<file path="src/rtl/regfile_mp.sv">
// rtl/regfile_mp.sv - multi-port register file with hardwired zero, write bypass and clear sweep
//
// Purpose: DEPTH x WIDTH register file for the processor datapath. One
// synchronous write port, two combinational read ports, an optional hardwired
// zero register, optional same-cycle write forwarding, and a clear engine that
// zeroes the file one entry per cycle without a global reset.
//
// Ports:
//   clk      - clock, rising edge
//   rst      - asynchronous active-high reset (clears storage, FSM, counter)
//   we       - write enable
//   waddr    - write address
//   wdata    - write data
//   raddr_a  - read address, port A
//   rdata_a  - read data, port A (combinational)
//   raddr_b  - read address, port B
//   rdata_b  - read data, port B (combinational)
//   clr_req  - start a full clear sweep (sampled only while idle)
//   busy     - clear sweep in progress
//   wr_drop  - one-cycle registered pulse: a write was discarded during a sweep

module regfile_mp #(
    parameter int WIDTH    = 8,
    parameter int ADDR_W   = 4,
    parameter int ZERO_EN  = 1,
    parameter int ZERO_IDX = 15,
    parameter int BYPASS   = 1
) (
    input  logic              clk,
    input  logic              rst,
    input  logic              we,
    input  logic [ADDR_W-1:0] waddr,
    input  logic [WIDTH-1:0]  wdata,
    input  logic [ADDR_W-1:0] raddr_a,
    output logic [WIDTH-1:0]  rdata_a,
    input  logic [ADDR_W-1:0] raddr_b,
    output logic [WIDTH-1:0]  rdata_b,
    input  logic              clr_req,
    output logic              busy,
    output logic              wr_drop
);

    localparam int                DEPTH = 1 << ADDR_W;
    localparam logic [ADDR_W-1:0] ZADDR = ADDR_W'(ZERO_IDX);
    localparam logic [ADDR_W-1:0] LAST  = ADDR_W'(DEPTH - 1);

    typedef enum logic {
        IDLE  = 1'b0,
        SWEEP = 1'b1
    } state_t;

    state_t            state;
    state_t            state_nxt;
    logic [ADDR_W-1:0] cnt;
    logic [ADDR_W-1:0] cnt_nxt;
    logic [WIDTH-1:0]  mem [DEPTH];

    logic idle;
    logic wr_to_zero;
    logic wr_ok;
    logic fwd_ok;

    assign idle       = (state == IDLE);
    assign wr_to_zero = (ZERO_EN != 0) && (waddr == ZADDR);
    // Writes to the zero register vanish silently; they are not "dropped".
    assign wr_ok      = we && idle && !wr_to_zero;
    // Forwarding is only allowed when the write will actually land (idle).
    assign fwd_ok     = (BYPASS != 0) && we && idle;
    assign busy       = (state == SWEEP);

    // FSM state, sweep counter and drop flag
    always_ff @(posedge clk or posedge rst) begin
        if (rst) begin
            state   <= IDLE;
            cnt     <= '0;
            wr_drop <= 1'b0;
        end else begin
            state   <= state_nxt;
            cnt     <= cnt_nxt;
            wr_drop <= busy && we;
        end
    end

    always_comb begin
        state_nxt = state;
        cnt_nxt   = cnt;
        case (state)
            IDLE: begin
                if (clr_req) begin
                    state_nxt = SWEEP;
                    cnt_nxt   = '0;
                end
            end
            SWEEP: begin
                // clr_req is deliberately not looked at here: no queuing.
                if (cnt == LAST) begin
                    state_nxt = IDLE;
                    cnt_nxt   = '0;
                end else begin
                    cnt_nxt = cnt + 1'b1;
                end
            end
            default: begin
                state_nxt = IDLE;
                cnt_nxt   = '0;
            end
        endcase
    end

    // Storage: the sweep owns the write path while busy.
    always_ff @(posedge clk or posedge rst) begin
        if (rst) begin
            for (int i = 0; i < DEPTH; i++) begin
                mem[i] <= '0;
            end
        end else if (busy) begin
            mem[cnt] <= '0;
        end else if (wr_ok) begin
            mem[waddr] <= wdata;
        end
    end

    // Read port A: zero register, then forwarding, then storage.
    always_comb begin
        rdata_a = mem[raddr_a];
        if ((ZERO_EN != 0) && (raddr_a == ZADDR)) begin
            rdata_a = '0;
        end else if (fwd_ok && (raddr_a == waddr)) begin
            rdata_a = wdata;
        end
    end

    // Read port B: same priority as port A.
    always_comb begin
        rdata_b = mem[raddr_b];
        if ((ZERO_EN != 0) && (raddr_b == ZADDR)) begin
            rdata_b = '0;
        end else if (fwd_ok && (raddr_b == waddr)) begin
            rdata_b = wdata;
        end
    end

endmodule

</file>
<file path="config.mk">
export PLATFORM = sky130hd
export DESIGN_NAME = regfile_mp
export DESIGN_NICKNAME = d
export VERILOG_FILES = /design/src/rtl/regfile_mp.sv
export SDC_FILE = /design/constraint.sdc
export NUM_CORES = 1
export LEC_CHECK = 0
export BUFFER_PORTS_ARGS = -buffer_cell sky130_fd_sc_hd__buf_2
export CELL_PAD_IN_SITES_DETAIL_PLACEMENT = 0
export CELL_PAD_IN_SITES_GLOBAL_PLACEMENT = 1
export CORE_UTILIZATION = 54
export DETAILED_ROUTE_END_ITERATION = 16
export GPL_TIMING_DRIVEN = 0
export PLACE_DENSITY = 0.84
export SYNTH_ARGS = -nofsm -noshare
export SYNTH_HDL_FRONTEND = slang
export SYNTH_SLANG_ARGS = --single-unit
</file>
<file path="constraint.sdc">
create_clock -name clk -period 6.8 [get_ports clk]
set_clock_uncertainty 0.1 [all_clocks]
set_input_delay 0.68 -clock clk [delete_from_list [all_inputs] [get_ports clk]]
set_output_delay 0.68 -clock clk [all_outputs]
set_load 0.02 [all_outputs]
</file>
# == Yosys cells after proc, flatten, opt, wreduce, memory -nomap -nowiden ==
# Cells that the tools add are included.
# W data, S select, Z words.
# classes
muxes,23
n_eq_ne,7
add_sub_neg,1
bitwise_logic,7
n_reduce_logical,9
magnitude_cmp,6
# ops
operator,count
$mux W128,2
$and A128 B128 Y128,1
$bwmux W128,1
$not A128 Y128,1
$mux W8,10
$bmux W8 S4,2
$demux W8 S4,2
$ge A5 B5 Y1 const B,4
$not A4 Y5,4
$eq A4 B4 Y1 const B,4
$lt A5 B1 Y1 const B,2
$eq A4 B4 Y1,2
$mux W4,2
$pmux W4 S2,1
$logic_and A1 B1 Y1,7
$add A4 B1 Y4 const B,1
$mux W1,2
$ne A2 B2 Y1 const B,1
$pmux W1 S2,1
$reduce_bool A2 Y1,1
$logic_not A1 Y1,1
$not A1 Y1,1
# word_totals
ff_bits,134
input_bits,24
out_inout_bits,18

# == Logic depth before layout (Yosys ltp) ==
# depth
ltp_word,8
depth_mapped,7
mapped_depth_nobuf,5

# == Worst setup path after synthesis ==
# Ideal clock, no wire load.
# synth_path
path_kind,input to output
from,input raddr_a[3]
to,output rdata_a[6]
cell_stages,6
setup_slack_ps,3803
t_arrival_ps,2217
path_buffers,2
path_cell_list,clkbuf_1 > xnor2_1 > nand3_1 > or2_2 > clkbuf_1 > a31oi_1
# synth_between
elab_chain_cells,6
elab_cells_between_ends,9
classes_between,eq/ne (2); mux (5); bitwise (1); reduce/logical (1)
# synth_lines
element,line,text
from (decl),34,"input logic [ADDR_W-1:0] raddr_a,"
$not A4 Y5 (implied by the code),125,rdata_a = mem[raddr_a];
$bmux W8 S4,125,
$mux W8 (implied by the code) (2 in series),125,
$mux W8,128,end else if (fwd_ok && (raddr_a == waddr)) begin
$mux W8 *,126,if ((ZERO_EN != 0) && (raddr_a == ZADDR)) begin
to (decl),35,"output logic [WIDTH-1:0] rdata_a,"
# Every way passes the cells marked *; elsewhere a longest branch is shown, timed or not. The select of a mux whose other input is x is not followed.

# == Final worst setup path ==
# layout_path
from,input raddr_b[3]
to,output rdata_b[7]
# layout_between
elab_chain_cells,6
elab_cells_between_ends,9
classes_between,eq/ne (2); mux (5); bitwise (1); reduce/logical (1)
# layout_lines
element,line,text
from (decl),36,"input logic [ADDR_W-1:0] raddr_b,"
$not A4 Y5 (implied by the code),135,rdata_b = mem[raddr_b];
$bmux W8 S4,135,
$mux W8 (implied by the code) (2 in series),135,
$mux W8,138,end else if (fwd_ok && (raddr_b == waddr)) begin
$mux W8 *,136,if ((ZERO_EN != 0) && (raddr_b == ZADDR)) begin
to (decl),37,"output logic [WIDTH-1:0] rdata_b,"
# Marked as above.

==> summary.md <==
| Metric | Value |
|---|---|
| TritonCTS clock tree | done |
| Initial antenna violation count | 0 |
| DP HPWL | 16,450 µm |
| Critical R2R Capture | mem[31] |
| P_leak | 3.631 nW |
| Worst Hold Class | primary input to asynchronous set/reset pin |
| First-pass iteration count of the detailed router | 5 |
| Synthesized flop and latch total | 134 |
| Max-Cap Viols | 0 |
| Sequential area share after synthesis | 45.89% |
| Slew headroom | 20.75% |
| Wire per inst | 28.68 µm |
| R2R cell count | 4 |
| Drc violations | 0 |
| Max Clock Freq | 0.2690 GHz |
| Initial DRC count | 923 |
| Placed cell area | 0.007685 mm² |
| Top_reg_cell synth | dfrtp_1 |
| Min cycle time layout | 3.718 ns |
| Core ar. | 0.01324 mm² |
| Synth Net Count | 628 |
| Filler cell count | 1,054 |
| Top-count cell post-synth | dfrtp_1 |
| Hold_buf cts | 0 |
| Die Height | 118.3 µm |
| RSZ-0062 raised after global routing | no |
| Setup Fix Bufs, Post-CTS | 0 |
| H-tree Lvls | 4 |
| Root Driver | clkbuf_16 |
| Die width | 118.3 µm |
| CP Max Fanout | 9 |
| Crit-path slowest cell | or3b_2 |
| Placer Congestion | 0.9631 |
| Clk pin slew, worst setup/hold paths | 0.06 ns |
| Total CTS buffers | 17 |
| CTS resizes | 0 |
| Final instance area | 0.008259 mm² |
| Setup slack, reg-to-reg | 4.40 ns |
| Via/cell ratio | 7.351 |
| Cell taking the most area after synthesis | dfrtp_1 |
| CP peak stage delay | 0.49 ns |
| I/O Buffers | 25 |
| Asr flop ratio synth | 100.0% |
| First-pass GRT wire length | 37,160 µm |
| WP data required | 6.02 ns |
| Area grow syn2layout | 13.03% |
| Nets@finish | 673 |
| Synth cell types | 40 |
| Mapped Cells | 600 |
| Slew @ Worst Pin | 1.189 ns |
| Yosys top cell area share | 45.89% |
| ANT cells | 0 |
| Worst-Skew Late Latency | 0.43 ns |
| Placement Rows | 42 |
| Startpoint Class | primary input |
| # IOs | 42 |
| Power Dens Cells | 296.6 mW/mm² |
| Area contributors post-synth | dfrtp_1 (46%), a22o_1 (14%), mux4_2 (9.9%), mux2i_1 (9.0%), o22ai_1 (2.7%) |
| Clock buffer depth | 2 |
| Worst flop-to-flop path startpoint | busy |
| Critical Setup Path Class | primary input to output pin |
| Crit path buf inv count | 3 |
| Final hold vios | 0 |
| Setup TNS Final | 0 ns |
| Largest net degree at the start of global routing | 73 |
| Status | finished, final reports clean |
| Final Max Tran Viols | 0 |
| CP arrival | 2.94 ns |
| CP top delay family | buffers and inverters |
| Via count | 6,123 |
| Syn avg cell area | 12.18 µm² |
| Synth Cell Area | 0.007307 mm² |
| Layout Cells excl Fill | 833 |
| Vias in the first global route | 6,113 |
| Antenna Nets Post-Route | 0 |
| DRT Wirelength | 23,890 µm |
| Crit. End Element | output pin |
| Die area | 0.01400 mm² |
| Overall Global Routing Usage | 35.95% |
| Starting Density | 55.18% |
| Layout cells sized above 1 | 19.79% |
| Final period util | 54.68% |
| Synth top cells by count | dfrtp_1 (134), a22o_1 (120), mux2i_1 (66) |
| Worst vdd ir | 0.0001987 V |
| CTS Sinks | 134 |
| Number of instances in the placed design | 802 |
| Total global routing overflow | 0 |
| Final Setup Violations | 0 |
| Post-synth EDFFs | 0 |
| Critical Path, Cell by Cell | clkbuf_1 -> or3b_2 -> buf_1 -> o22ai_1 -> a211oi_1 -> a31oi_1 -> buf_2 |
| Synth warn | 0 |
layout by cell type (no fill, tap or decap), types with 4 or more instances in the layout:
master and count:
a211oi_1 14, a21oi_1 15, a22o_1 120, a31oi_1 16
and2_1 9, buf_1 12, buf_2 38, buf_4 7
clkbuf_1 18, clkbuf_16 17, clkinvlp_4 7, dfrtp_1 134
ha_1 4, mux2i_1 66, mux4_2 32, nand2_1 21
nand3_1 4, nand3b_1 4, nor2_1 9, nor2_2 5
nor2b_1 4, o22ai_1 32, o31ai_1 17, or2_2 4
xnor2_1 8
where the power goes:
part           internal, mW  total (mW)  switching, mW  leakage, nW
combinational         0.209       0.539          0.329         1.52
clock                 0.545       0.910          0.365        0.259
sequential            0.901        1.00          0.100         1.85
worst reg2reg max path, stage by stage (launching register included):
cell      delay (ns)
dfrtp_1         0.47
nand4b_1        0.32
nor3_2          0.68
a21oi_1         0.41
a22o_1          0.31
through the flow:
| step | power, mW | setup WS [ns] | utilization, % | hold WS, ns |
|---|---|---|---|---|
| after global routing | 2.523 | 3.076 | 62.37 | 0.2639 |
| final | 2.450 | 3.082 | 62.37 | 0.2177 |
| after floorplan | 1.354 | 2.437 | - | 0.3756 |
| after global placement | 1.507 | 1.049 | 57.79 | 0.3928 |
| after CTS | 2.427 | 3.213 | 62.37 | 0.2454 |
| after detailed placement | 1.530 | 3.224 | 58.03 | 0.3989 |
routing by layer:
| metal | up-vias | share of wire [%] | global-route usage, % |
|---|---|---|---|
| met4 | 0 | 4.4 | 18.67 |
| met1 | 3149 | 40 | 49.18 |
| met2 | 410 | 46 | 54.01 |
| met3 | 80 | 9.8 | 7.819 |
| met5 | - | 0 | 0 |
| li1 | 2484 | - | - |
sequential cells by signal, summed over array words and instances (netlist names):
signal / cells
wr_drop: 1
busy: 1
cnt: 4
mem: 128
kinds of logic after synthesis:
kind of cell               after synthesis  share of synthesized area, %
buffers and inverters                   53                         3.305
AOI/OAI and AO/OA                      221                         23.37
muxes                                   99                         19.06
DFF                                    134                         45.89
xor gates and xnor gates                 8                        0.9589
adders and majority gates                4                        0.6850
and+or+nand+nor                         81                         6.729
area by class of cell:
cell class / count / area, µm² / share of cell area (%)
Multi-Input combinational cell: 413 / 3712 / 44.95
Clock inverter: 12 / 131.4 / 1.591
Clock buffer: 19 / 442.9 / 5.363
Tap cell: 176 / 220.2 / 2.666
Sequential cell: 134 / 3353 / 40.60
Timing Repair Buffer: 26 / 152.6 / 1.848
Buffer: 49 / 226.5 / 2.742
Inverter: 4 / 20.02 / 0.2424
worst max-delay path by stage:
stage	cells after the start	end	slack (ns)	from
floorplan	1	busy	2.44	rst
global placement	2	mem[4]	1.05	rst
detailed placement	7	rdata_a[5]	3.22	raddr_a[0]
CTS	7	rdata_a[5]	3.21	raddr_a[0]
global route	8	rdata_b[4]	3.08	raddr_b[2]
finish	7	rdata_b[7]	3.08	raddr_b[3]
Power figures use the tool's default switching activity.
